===== src/rtl/rank_filter_pkg.sv =====
`default_nettype none
// +----------------------------------------------------------------------------+
// | Module      : rank_filter_pkg                                              |
// | Description : Shared mode encodings and elaboration helpers for the rank   |
// |               window filter and its comparator node.                       |
// | Revision    : 1.0 - initial release                                        |
// +----------------------------------------------------------------------------+
package rank_filter_pkg;

  typedef enum logic [1:0] {
    MODE_MAX = 2'b00,
    MODE_MIN = 2'b01,
    MODE_CTR = 2'b10
  } mode_e;

  // Ceiling log2; returns 0 for values of 0 or 1.
  function automatic int clog2(input int value);
    int r;
    int v;
    r = 0;
    v = 1;
    while (v < value) begin
      v = v * 2;
      r++;
    end
    return r;
  endfunction

  // Number of (value, idx) nodes present at tree level lvl (level 0 = taps).
  function automatic int nodes_at(input int taps, input int lvl);
    int n;
    n = taps;
    for (int k = 0; k < lvl; k++) begin
      n = (n + 1) / 2;
    end
    return n;
  endfunction

  // Offset of level lvl (lvl >= 1) inside the flattened registered-node array.
  function automatic int level_off(input int taps, input int lvl);
    int off;
    off = 0;
    for (int k = 1; k < lvl; k++) begin
      off += nodes_at(taps, k);
    end
    return off;
  endfunction

  // Folds the reserved encoding 11 onto max so the datapath sees only 3 modes.
  function automatic logic [1:0] mode_norm(input logic [1:0] m);
    logic [1:0] r;
    case (m)
      MODE_MIN: r = MODE_MIN;
      MODE_CTR: r = MODE_CTR;
      default:  r = MODE_MAX;
    endcase
    return r;
  endfunction

endpackage
`default_nettype wire


===== src/rtl/rank_sel2.sv =====
`default_nettype none
// +----------------------------------------------------------------------------+
// | Module      : rank_sel2                                                    |
// | Description : Combinational two-input rank selector. Picks the larger     |
// |               (max) or smaller (min) value; equal values go to the lower   |
// |               tap index. In centre mode the lower index simply wins.       |
// | Revision    : 1.0 - initial release                                        |
// +----------------------------------------------------------------------------+
module rank_sel2
  import rank_filter_pkg::*;
#(
  parameter int DATA_W = 8,
  parameter int IDX_W  = 3
) (
  input  logic [1:0]        mode_i,
  input  logic [DATA_W-1:0] a_val_i,
  input  logic [IDX_W-1:0]  a_idx_i,
  input  logic [DATA_W-1:0] b_val_i,
  input  logic [IDX_W-1:0]  b_idx_i,
  output logic [DATA_W-1:0] val_o,
  output logic [IDX_W-1:0]  idx_o
);

  logic b_wins;

  // Decide whether input b beats input a under the current mode.
  always_comb begin
    b_wins = 1'b0;
    case (mode_i)
      MODE_MIN: b_wins = (b_val_i < a_val_i) ||
                         ((b_val_i == a_val_i) && (b_idx_i < a_idx_i));
      MODE_CTR: b_wins = (b_idx_i < a_idx_i);
      default:  b_wins = (b_val_i > a_val_i) ||
                         ((b_val_i == a_val_i) && (b_idx_i < a_idx_i));
    endcase
    val_o = b_wins ? b_val_i : a_val_i;
    idx_o = b_wins ? b_idx_i : a_idx_i;
  end

endmodule
`default_nettype wire


===== src/rtl/rank_window_filter.sv =====
`default_nettype none
// +----------------------------------------------------------------------------+
// | Module      : rank_window_filter                                           |
// | Description : Streaming 1-D rank filter. Slides a TAPS-wide window along   |
// |               each line and emits the max, min or centre sample plus its   |
// |               tap index through a registered comparator tree with a        |
// |               single global stall enable.                                  |
// | Revision    : 1.0 - initial release                                        |
// +----------------------------------------------------------------------------+
module rank_window_filter
  import rank_filter_pkg::*;
#(
  parameter int DATA_W = 8,
  parameter int TAPS   = 5,
  parameter int IDX_W  = clog2(TAPS)
) (
  input  logic              clk,
  input  logic              rst,
  input  logic [1:0]        mode,
  input  logic              in_valid,
  output logic              in_ready,
  input  logic [DATA_W-1:0] in_data,
  input  logic              in_sol,
  output logic              out_valid,
  input  logic              out_ready,
  output logic [DATA_W-1:0] out_data,
  output logic [IDX_W-1:0]  out_idx,
  output logic              out_sol
);

  // Tree depth, total registered nodes over levels 1..S, fill counter width.
  localparam int S     = clog2(TAPS);
  localparam int NODES = level_off(TAPS, S + 1);
  localparam int CNT_W = IDX_W + 1;
  localparam int CTR   = TAPS / 2;
  localparam logic [CNT_W-1:0] FILL_FULL = CNT_W'(TAPS);
  localparam logic [IDX_W-1:0] CTR_IDX   = IDX_W'(CTR);

  logic en;
  logic accept;

  // Window and line-tracking state.
  logic [DATA_W-1:0] win_q [TAPS];
  logic [DATA_W-1:0] win_d [TAPS];
  logic [CNT_W-1:0]  fill_q, fill_d;
  logic [CNT_W-1:0]  fill_base, fill_inc;
  logic              fill_done;
  logic              sol_flag;
  logic              sol_pend_q, sol_pend_d;
  logic [1:0]        mode_q, mode_d;
  logic              win_vld_d, win_sol_d;

  // Per-stage side-band: index 0 is the window stage, index l is tree level l.
  logic [S:0]        vld_q;
  logic [S:0]        sol_q;
  logic [1:0]        smode_q [S];

  // Tree leaves and registered tree nodes (all levels flattened).
  logic [DATA_W-1:0] leaf_val [TAPS];
  logic [IDX_W-1:0]  leaf_idx [TAPS];
  logic [DATA_W-1:0] node_val_q [NODES];
  logic [DATA_W-1:0] node_val_d [NODES];
  logic [IDX_W-1:0]  node_idx_q [NODES];
  logic [IDX_W-1:0]  node_idx_d [NODES];

  // A full output register that is not being drained freezes the whole pipe.
  assign en       = ~out_valid | out_ready;
  assign in_ready = en & ~rst;
  assign accept   = in_valid & in_ready;

  // Next-state of the window: shift on accept, restart the fill on in_sol.
  always_comb begin
    fill_base  = in_sol ? '0 : fill_q;
    fill_inc   = fill_base + CNT_W'(1);
    fill_done  = (fill_inc >= FILL_FULL);
    sol_flag   = in_sol | sol_pend_q;
    win_d      = win_q;
    fill_d     = fill_q;
    sol_pend_d = sol_pend_q;
    mode_d     = mode_q;
    win_vld_d  = 1'b0;
    win_sol_d  = 1'b0;
    if (accept) begin
      for (int k = 0; k < TAPS - 1; k++) begin
        win_d[k] = win_q[k + 1];
      end
      win_d[TAPS-1] = in_data;
      fill_d        = fill_done ? FILL_FULL : fill_inc;
      sol_pend_d    = fill_done ? 1'b0 : sol_flag;
      if (in_sol) begin
        mode_d = mode_norm(mode);
      end
      win_vld_d = fill_done;
      win_sol_d = fill_done & sol_flag;
    end
  end

  // Window, fill counter, pending-sol flag and per-line mode registers.
  always_ff @(posedge clk) begin
    if (rst) begin
      for (int k = 0; k < TAPS; k++) begin
        win_q[k] <= '0;
      end
      fill_q     <= '0;
      sol_pend_q <= 1'b0;
      mode_q     <= MODE_MAX;
    end else if (en) begin
      win_q      <= win_d;
      fill_q     <= fill_d;
      sol_pend_q <= sol_pend_d;
      mode_q     <= mode_d;
    end
  end

  // Valid, sol and mode travel alongside the data through every stage.
  always_ff @(posedge clk) begin
    if (rst) begin
      vld_q <= '0;
      sol_q <= '0;
      for (int l = 0; l < S; l++) begin
        smode_q[l] <= MODE_MAX;
      end
    end else if (en) begin
      vld_q      <= {vld_q[S-1:0], win_vld_d};
      sol_q      <= {sol_q[S-1:0], win_sol_d};
      smode_q[0] <= mode_d;
      for (int l = 1; l < S; l++) begin
        smode_q[l] <= smode_q[l-1];
      end
    end
  end

  // Leaves: in centre mode every leaf carries the centre tap, so the tree
  // returns it unchanged with the same latency as a real comparison.
  always_comb begin
    for (int k = 0; k < TAPS; k++) begin
      leaf_val[k] = (smode_q[0] == MODE_CTR) ? win_q[CTR] : win_q[k];
      leaf_idx[k] = (smode_q[0] == MODE_CTR) ? CTR_IDX : IDX_W'(k);
    end
  end

  for (genvar l = 1; l <= S; l++) begin : g_lvl
    localparam int NIN     = nodes_at(TAPS, l - 1);
    localparam int NOUT    = nodes_at(TAPS, l);
    localparam int OFF_IN  = level_off(TAPS, l - 1);
    localparam int OFF_OUT = level_off(TAPS, l);

    for (genvar j = 0; j < NOUT; j++) begin : g_node
      logic [DATA_W-1:0] a_val;
      logic [IDX_W-1:0]  a_idx;

      if (l == 1) begin : g_a_leaf
        assign a_val = leaf_val[2*j];
        assign a_idx = leaf_idx[2*j];
      end else begin : g_a_reg
        assign a_val = node_val_q[OFF_IN + 2*j];
        assign a_idx = node_idx_q[OFF_IN + 2*j];
      end

      if (2*j + 1 < NIN) begin : g_pair
        logic [DATA_W-1:0] b_val;
        logic [IDX_W-1:0]  b_idx;

        if (l == 1) begin : g_b_leaf
          assign b_val = leaf_val[2*j + 1];
          assign b_idx = leaf_idx[2*j + 1];
        end else begin : g_b_reg
          assign b_val = node_val_q[OFF_IN + 2*j + 1];
          assign b_idx = node_idx_q[OFF_IN + 2*j + 1];
        end

        rank_sel2 #(
          .DATA_W (DATA_W),
          .IDX_W  (IDX_W)
        ) u_sel (
          .mode_i  (smode_q[l-1]),
          .a_val_i (a_val),
          .a_idx_i (a_idx),
          .b_val_i (b_val),
          .b_idx_i (b_idx),
          .val_o   (node_val_d[OFF_OUT + j]),
          .idx_o   (node_idx_d[OFF_OUT + j])
        );
      end else begin : g_pass
        // Odd leftover: forwarded as-is, keeping its own index.
        assign node_val_d[OFF_OUT + j] = a_val;
        assign node_idx_d[OFF_OUT + j] = a_idx;
      end
    end
  end

  // Level registers of the comparator tree; the last node is the output.
  always_ff @(posedge clk) begin
    if (rst) begin
      for (int n = 0; n < NODES; n++) begin
        node_val_q[n] <= '0;
        node_idx_q[n] <= '0;
      end
    end else if (en) begin
      node_val_q <= node_val_d;
      node_idx_q <= node_idx_d;
    end
  end

  assign out_valid = vld_q[S];
  assign out_sol   = sol_q[S];
  assign out_data  = node_val_q[NODES-1];
  assign out_idx   = node_idx_q[NODES-1];

endmodule
`default_nettype wire

===== config.mk =====
export PLATFORM = sky130hd
export DESIGN_NAME = rank_window_filter
export DESIGN_NICKNAME = d
export VERILOG_FILES = /design/src/rtl/rank_filter_pkg.sv /design/src/rtl/rank_sel2.sv /design/src/rtl/rank_window_filter.sv
export SDC_FILE = /design/constraint.sdc
export NUM_CORES = 1
export LEC_CHECK = 0
export BUFFER_PORTS_ARGS = -buffer_cell sky130_fd_sc_hd__buf_2
export CORE_MARGIN = 2
export CORE_UTILIZATION = 35
export CTS_CLUSTER_DIAMETER = 30
export DETAILED_ROUTE_END_ITERATION = 6
export GPL_TIMING_DRIVEN = 0
export SYNTH_ARGS = -nofsm -noshare
export SYNTH_HDL_FRONTEND = slang
export SYNTH_SLANG_ARGS = --single-unit

===== constraint.sdc =====
create_clock -name clk -period 3.5 [get_ports clk]
set_input_delay 0.35 -clock clk [delete_from_list [all_inputs] [get_ports clk]]
set_output_delay 0.35 -clock clk [all_outputs]
set_load 0.02 [all_outputs]

## Word level (Yosys, flattened, before mapping)

Memory sizes are Yosys's and may differ from the RTL's.
Index checks and enable logic that the tools add are counted.

- $add $sub $neg: 1
- Order comparisons: 13
- Equality and inequality tests: 12
- Mux-type cells: 36
- Bitwise operators: 10
- Reductions and logical operators: 13

Operators with widths:

| kind | count |
|---|---|
| two-way mux 8 bit | 8 |
| equality test 8 bit | 4 |
| > comparator 8 bit | 4 |
| less-than comparator 8 bit | 4 |
| two-way mux 2 bit | 8 |
| two-way mux 1 bit | 10 |
| two-way mux 3 bit | 3 |
| equality test 2 x 1 -> 1 bit, second input constant | 4 |
| equality test 2 bit, second input constant | 4 |
| logical OR 1 bit | 8 |
| two-way mux 4 bit | 2 |
| case mux 1 bit (2 select lines) | 4 |
| less-than comparator 3 bit | 2 |
| bitwise OR 1 bit | 5 |
| adder 4 x 1 -> 4 bit, second input constant | 1 |
| >= comparator 4 x 3 -> 1 bit, second input constant | 1 |
| logical AND 1 bit | 4 |
| case mux 2 bit (2 select lines) | 1 |
| bitwise AND 1 bit | 3 |
| less-than comparator 2 bit | 1 |
| less-than comparator 2 bit, second input constant | 1 |
| NOT 1 bit | 2 |
| AND reduction 2 bit | 1 |

- Register bits: 121
- Bits in writable memories: 6
- Output and inout bits: 14
- Memories kept: 1

Memories:

| memory | words | width | rd ports | clocked after memory_dff | write ports | RTL line | RTL |
|---|---|---|---|---|---|---|---|
| smode_q | 3 | 2 | 3 | 0 | 3 | rank_window_filter.sv:56 | `logic [1:0] smode_q [S];` |

## Depth between registers and ports, before layout

Gate-level depths: netlist of the first run.
An unclocked memory read counts as a cell.

- Word-level depth: 8
- Gate-level depth with buffers: 14
- Mapped depth without buffers: 13

## Modules after synthesis

From an unflattened synthesis of the first run, not the netlist that was laid out.

- Cells, all modules: 833
- Area total of the unflattened synthesis: 6655.1 µm²

By module, submodules not included:

| module | instances | cells each | area an instance (µm²) | seq. area each (µm²) |
|---|---|---|---|---|
| rank_window_filter | 1 | 489 | 4518.1 | 2562.5 |
| rank_sel2 | 4 | 86 | 534.3 | 0.0 |

## Worst setup path before layout of the first run

No wires, ideal clock.

- Path kind: flip-flop to flip-flop
- From: memory smode_q[0][0]
- To: register node_val_q, in the netlist g_lvl[2].g_node[0].g_pair.b_val[0]
- Data arrival time: 2892 ps
- Required time: 3424 ps
- Slack: 531 ps
- Cell stages (with the launch flop): 15
- Period minus slack after synthesis: 2969 ps
- Cell sequence: edfxtp_1 -> inv_1 -> ha_1 -> clkbuf_1 -> clkbuf_1 -> o21ai_0 -> ha_1 -> a21o_1 -> a21o_1 -> a21oi_2 -> nor2_1 -> a211oi_2 -> buf_6 -> mux2_4 -> o22ai_2

RTL lines:

| what | RTL line | RTL |
|---|---|---|
| start, declared | rank_window_filter.sv:56 |  |
| end signal, assigned | rank_window_filter.sv:200 | `node_val_q <= node_val_d;` |
| end, declared | rank_window_filter.sv:61 | `logic [DATA_W-1:0] node_val_q [NODES];` |

==> results of run 1 <==
power by group through the flow:
stage | Combinational [uW] | Sequential (uW) | Clock [uW]
6_report | 443 | 1470 | 1690
5_1_grt | 482 | 1470 | 1770
4_1_cts | 441 | 1470 | 1710
3_5_place_dp | 439 | 1500 | 0
3_3_place_gp | 429 | 1490 | 0
2_1_floorplan | 330 | 1490 | 0
per-stage QoR:
step / util / hold WS [ns] / instances / cell area [um2]
after floorplan: - / 0.423 / 629 / 5670
after global placement: 0.382 / 0.429 / 871 / 6070
after detailed placement: 0.382 / 0.435 / 871 / 6070
after CTS: 0.418 / 0.107 / 899 / 6630
after global routing: 0.418 / 0.135 / 899 / 6640
final: 0.418 / 0.131 / 899 / 6640
sequential cells by signal, indices dropped and copies added, names as in the netlist, 4 cells and up:
name and count:
g_lvl.g_node.a_val 32, win_q 32, g_lvl.g_node.g_pair.b_val 16, out_data 8
smode_q 6, g_lvl.g_node.a_idx 5, fill_q 4, g_lvl.g_node.g_pair.b_idx 4
sol_q 4, vld_q 4
kinds of logic (layout without fill, tap and decap cells):
kind of cell               Yosys count  after routing  synth area share
xor gates and xnor gates             2              2           0.00309
muxes                               27             27            0.0507
adders and majority gates           39             39            0.0861
and+or+nand+nor                    145            145             0.119
DFF                                121            121             0.438
AOI/OAI and AO/OA                  186            186             0.227
buffers and inverters              109            163            0.0766
critical path: cells and delay by family (launching register included):
kind / cells / cell delay, ns
fa+ha+maj: 2 / 0.53
compound gates: 5 / 1.14
simple gates: 2 / 0.31
buf+inv: 4 / 0.54
flops: 1 / 0.35
mux: 1 / 0.27
worst paths after layout:
path	endpoint	slack [ns]
setup / recovery	g_lvl[2].g_node[0].a_val[3]	0.25
hold / removal	win_q[2]	0.13
setup reg to reg	g_lvl[2].g_node[0].a_val[3]	0.25
hold reg to reg	out_data[3]	0.44
timing repair:
action                                 4_1_cts  5_1_grt
pin swaps                                    0        0
endpoints found under the hold margin        0        0
resized for setup                            1        7
setup endpoints to repair                   15       16
Yosys cell counts, types with 2 or more instances:
cell type  instances
a21boi_0           2
a21o_1            12
a21oi_1           15
a21oi_2            2
a221o_1            8
a22o_1            21
and2_1             4
and4_1             2
buf_1              2
buf_2              5
buf_6              2
clkbuf_1          24
dfxtp_1          115
edfxtp_1           6
ha_1              39
inv_1             72
inv_2              2
mux2i_1           25
nand2_1           82
nand2b_1           5
nand3_1            7
nand4_1            6
nor2_1            19
nor2b_1            5
nor3_1             2
nor3b_1            2
o211ai_1           2
o21a_1             4
o21ai_0           50
o21ai_1           10
o22ai_1            9
o31ai_1           39
xor2_1             2
final cells by class:
type / count / area, um2
Buffer: 34 / 159
Clock buffer: 25 / 495
Clock inverter: 3 / 65.1
Fill cell: 1612 / 9240
Inverter: 75 / 282
Multi-Input combinational cell: 399 / 2760
Sequential cell: 121 / 2480
Tap cell: 216 / 270
Timing Repair Buffer: 26 / 130
per-layer routing:
layer | track usage | routed length (um) | share of wire
met5 | 0 | 0 | 0
met4 | 0.0821 | 393 | 0.027
met3 | 0.0382 | 589 | 0.041
met2 | 0.285 | 6790 | 0.47
met1 | 0.222 | 6730 | 0.46
==> reports/metrics.cfg, run 1 <==
[clock_network]
cts_setup_buffers=0
cts.sinks=121
cts.clk_slew.worst_paths_ns=0.05
htree_levels=4
cts_tree=yes
cts_inserted_buffers=17
clk_latency_ns=0.42
cts_root_buf=clkbuf_16
postCtsHoldBufs=0
clockBufferDepth=2

[routing]
drc_errors=0
vias=4665
viasPerCell=5.19
dr.pass1.iters=4
wl_per_cell_um=16.1
drt-initial-drc-count=247
drt-total-wl_mm=14.5
detail-route-antenna-nets=0

[yosys]
syn_area_per_cell_um2=9.02
async_flop_share=0
synth_top_area_cell=dfxtp_1
synth_edf_count=6
synth-main-ff-cell=dfxtp_1
synth_top_cell_area_share=0.406
synth.area.top_cells=dfxtp_1, ha_1, nand2_1
syn_nets=683
ys_seq_area_frac=0.438
synth_seq_cells=121
synth_cell_types=60
netlist_instances=629
syn_area_um2=5670
ys_warn_count=0

[power]
p_switching_uw=869
p_per_area_nw_per_um2=542
power_uw=3600
ir_drop_v=0.000345
pwr-share-clk=0.469
p_leak_uw=0.00275
p_comb_frac=0.123
swShare=0.242
seqPwrFrac=0.408
internal-power_uw=2730

[timing]
setup_viol_count_final=0
slew_violations=0
finalSetupTns_ns=0
hold_viol_final=0
worstMarginPinSlew_ns=0.854
skew_ns=0.00597
setup_slack_ns=0.247
max_freq_mhz=307
post-route-period-util=0.930
slew_headroom=0.430
min_period_ns=3.25
rsz0062_at_grt=false

[global_routing]
track_usage=0.175
antenna_found_initial=0
grt_pass1_vias=4674
overflow=0
grt_max_degree=17
grt_pass1_wl_mm=23.8

[hold_path]
whs_path_depth=3
hold_path.class=input port to register
min-delay-start=in_data[2]

[setup_path]
cp_cell_sequence=inv_1 > ha_1 > clkbuf_4 > clkbuf_2 > o21ai_0 > inv_1 > ha_1 > nor2b_1 > o21a_1 > o21a_1 > o21ai_1 > nand2_1 > mux2i_4 > a221o_1
cp.arrival_ns=3.55
r2r-start=smode_q[0][0]
cp_slowest_cell=a221o_1
endpoint_kind=register
required_ns=3.80
startpoint=smode_q[0][0]
path_class=register to register
slowest_delay_ns=0.37
rr_worst_depth=14
path_max_fanout=10
cp-start-kind=register

[floorplan]
dieArea_um2=17200
initial_core_util=0.357
dieHeight_um=131
dieWidth_um=131
core.rowCount=46
ioPinCount=29
core_um2=15900

[final_layout]
diodes=0
layout-drive-gt1-share=0.116
nets=728
area_growth_syn_to_layout_pct=17.1
final_common_cell=dfxtp_1
final_cell_mix=dfxtp_1, nand2_1, inv_1

[placement]
gp_congestion=0.870
port_buffers=26
place_ws_ns=-0.0390
dp_hpwl_mm=11.0

[run]
maxCapViolations=0

[status]
status=finished clean

No activity file was read; power rests on OpenSTA's default activity.
==> run 2: changes to the inputs <==
Settings changed: PLACE_DENSITY_LB_ADDON set to 0.1.
==> run 2 against run 1 <==
Against the previous run:
- non-clock buffer count is the same
- worst hold slack lost 0.0012 ns
- clock skew grew 0.0015 ns
- sequential share of layout area shrank 0.46 points
- die area is the same
- sequential cell count is the same
- combinational power grew 0.9%
- first-iteration DRC count grew 0.40%
- wire length grew 5.0%
- critical endpoint is now g_lvl[2].g_node[0].g_pair.b_val[3]
- highest routed layer unchanged
==> reports/metrics.cfg, run 2 (same netlist as run 1, synthesis figures left out) <==
[status]
status=finished clean

[setup_path]
path_max_fanout=10  ; unchanged
cp_slowest_cell=edfxtp_1
cp_cell_sequence=inv_1 > ha_1 > clkbuf_4 > buf_2 > o21ai_0 > ha_1 > a21o_1 > a21o_1 > a21oi_2 > nor2_1 > a211oi_2 > buf_6 > mux2i_1 > o21ai_0
slowest_delay_ns=0.39  ; +0.02 ns
path_class=register to register
cp.arrival_ns=3.54  ; about the same
critPathBufInv=4  ; unchanged
crit_family=compound AO/OA/AOI/OAI gates
endpoint_kind=register
cp-start-kind=register
required_ns=3.77  ; -0.03 ns

[global_routing]
grt_max_degree=17  ; unchanged
antenna_found_initial=0  ; unchanged
grt_pass1_vias=4512  ; -3.5%
overflow=0  ; unchanged
grt_pass1_wl_mm=25.0  ; +4.8%
track_usage=0.186  ; +0.0101

[floorplan]
core_um2=15900  ; unchanged
dieHeight_um=131  ; unchanged
initial_core_util=0.357  ; unchanged
dieWidth_um=131  ; unchanged
dieArea_um2=17200  ; unchanged
core.rowCount=46  ; unchanged
ioPinCount=29  ; unchanged

[power]
p_per_area_nw_per_um2=566  ; +4.5%
ir_drop_v=0.000360  ; +4.2%
power_uw=3810  ; +5.8%
p_leak_uw=0.00279  ; +1.3%

[routing]
drt-total-wl_mm=15.2  ; +5.0%
drt-initial-drc-count=248  ; +0.40%
wl_per_cell_um=16.9  ; +4.6%
dr.pass1.iters=5  ; +1
vias=4554  ; -2.4%
drc_errors=0  ; unchanged
detail-route-antenna-nets=0  ; unchanged
viasPerCell=5.04  ; -2.8%

[clock_network]
cts.clk_slew.worst_paths_ns=0.06  ; about the same
cts_root_buf=clkbuf_16
cts_tree=yes
cts.sinks=121  ; unchanged
htree_levels=4  ; unchanged
clk_latency_ns=0.42  ; about the same
cts_inserted_buffers=17  ; unchanged
clockBufferDepth=2  ; unchanged
cts_setup_buffers=0  ; unchanged

[timing]
skew_ns=0.00748  ; +0.00152 ns
min_period_ns=3.27  ; +0.0162 ns
finalSetupTns_ns=0  ; unchanged
max_freq_mhz=306  ; -0.49%
slew_violations=0  ; unchanged
slew_headroom=0.414  ; -0.0165
setup_viol_count_final=0  ; unchanged
post-route-period-util=0.934  ; +0.00462
worstMarginPinSlew_ns=0.879  ; +0.0248 ns
rsz0062_at_grt=false
hold_viol_final=0  ; unchanged

[placement]
port_buffers=26  ; unchanged
gp_congestion=0.881  ; +1.4%
dp.cells=871  ; unchanged
post_dp_cell_area_um2=6070  ; unchanged
dp_hpwl_mm=11.5  ; +4.2%

[final_layout]
num-fill-cells=1620  ; +0.50%
final_cell_mix=dfxtp_1, nand2_1, inv_1
final_common_cell=dfxtp_1
diodes=0  ; unchanged
nets=728  ; unchanged
stdcell_count=903  ; +0.44%
area_growth_syn_to_layout_pct=18.6
layout-drive-gt1-share=0.124  ; +0.00806
final_area_um2=6720  ; +1.2%

[hold_path]
hold_path.class=input port to register

[run]
maxCapViolations=0  ; unchanged

[run 2: changes by cell type in the layout (fill, tap and decap cells not counted), sizes merged]
cell	change
inv	+1
clkinvlp	+2
clkinv	+2
buf	+1
bufinv	+1
clkbuf	-3
[run 2: final timing paths]
check / start / endpoint / slack (ns) / depth (start not counted)
min reg2reg: out_idx[1] / out_idx[1] / 0.44 / 2
max reg2reg: smode_q[0][0] / g_lvl[2].g_node[0].g_pair.b_val[3] / 0.23 / 14
min: in_data[3] / win_q[3] / 0.13 / 3
max: smode_q[0][0] / g_lvl[2].g_node[0].g_pair.b_val[3] / 0.23 / 14
[run 2: per-stage QoR]
step	utilization	setup WS, ns	hold WS, ns
finish	0.423	0.230	0.130
detailed placement	0.382	-0.156	0.434
global route	0.423	0.0229	0.135
global placement	0.382	-0.0996	0.430
CTS	0.423	0.152	0.118
floorplan	-	0.531	0.423
[run 2: worst register-to-register path, stage by stage, from the launching register on]
cell,delay [ns]
edfxtp_1,0.39
inv_1,0.09
ha_1,0.26
clkbuf_4,0.25
buf_2,0.24
o21ai_0,0.14
ha_1,0.31
a21o_1,0.18
a21o_1,0.18
a21oi_2,0.17
nor2_1,0.07
a211oi_2,0.22
buf_6,0.20
mux2i_1,0.31
o21ai_0,0.12
[run 2: layout make-up]
type / count / area [um2] / share of cell area
plain buffers: 34 / 159 / 0.0236
clock buffers: 23 / 510 / 0.0759
clock inverters: 9 / 133 / 0.0197
inverters: 75 / 282 / 0.0419
multi-input cells: 399 / 2760 / 0.410
flip-flops and latches: 121 / 2480 / 0.369
well taps: 216 / 270 / 0.0402
repair buffers: 26 / 130 / 0.0194
[run 2: layer usage]
| metal | part of all wire | global-route usage | wire length (um) | vias up |
|---|---|---|---|---|
| met5 | 0 | 0 | 0 | - |
| met4 | 0.027 | 0.0713 | 416 | 0 |
| met3 | 0.029 | 0.0421 | 438 | 16 |
| met2 | 0.44 | 0.283 | 6730 | 68 |
| met1 | 0.50 | 0.255 | 7650 | 2163 |
| li1 | - | - | - | 2307 |
[run 2: power by group]
group	switching (uW)	total, uW	leakage [uW]	internal [uW]
clock	647	1890	0.000310	1240
sequential	31.6	1470	0.00101	1440
combinational	262	447	0.00147	185
total	941	3810	0.00279	2870
[run 2: repair_timing]
item	4_1_cts	5_1_grt
gates resized for setup	2	7
endpoints found under the setup margin	16	12
pin swaps	0	0
hold buffers	0	0
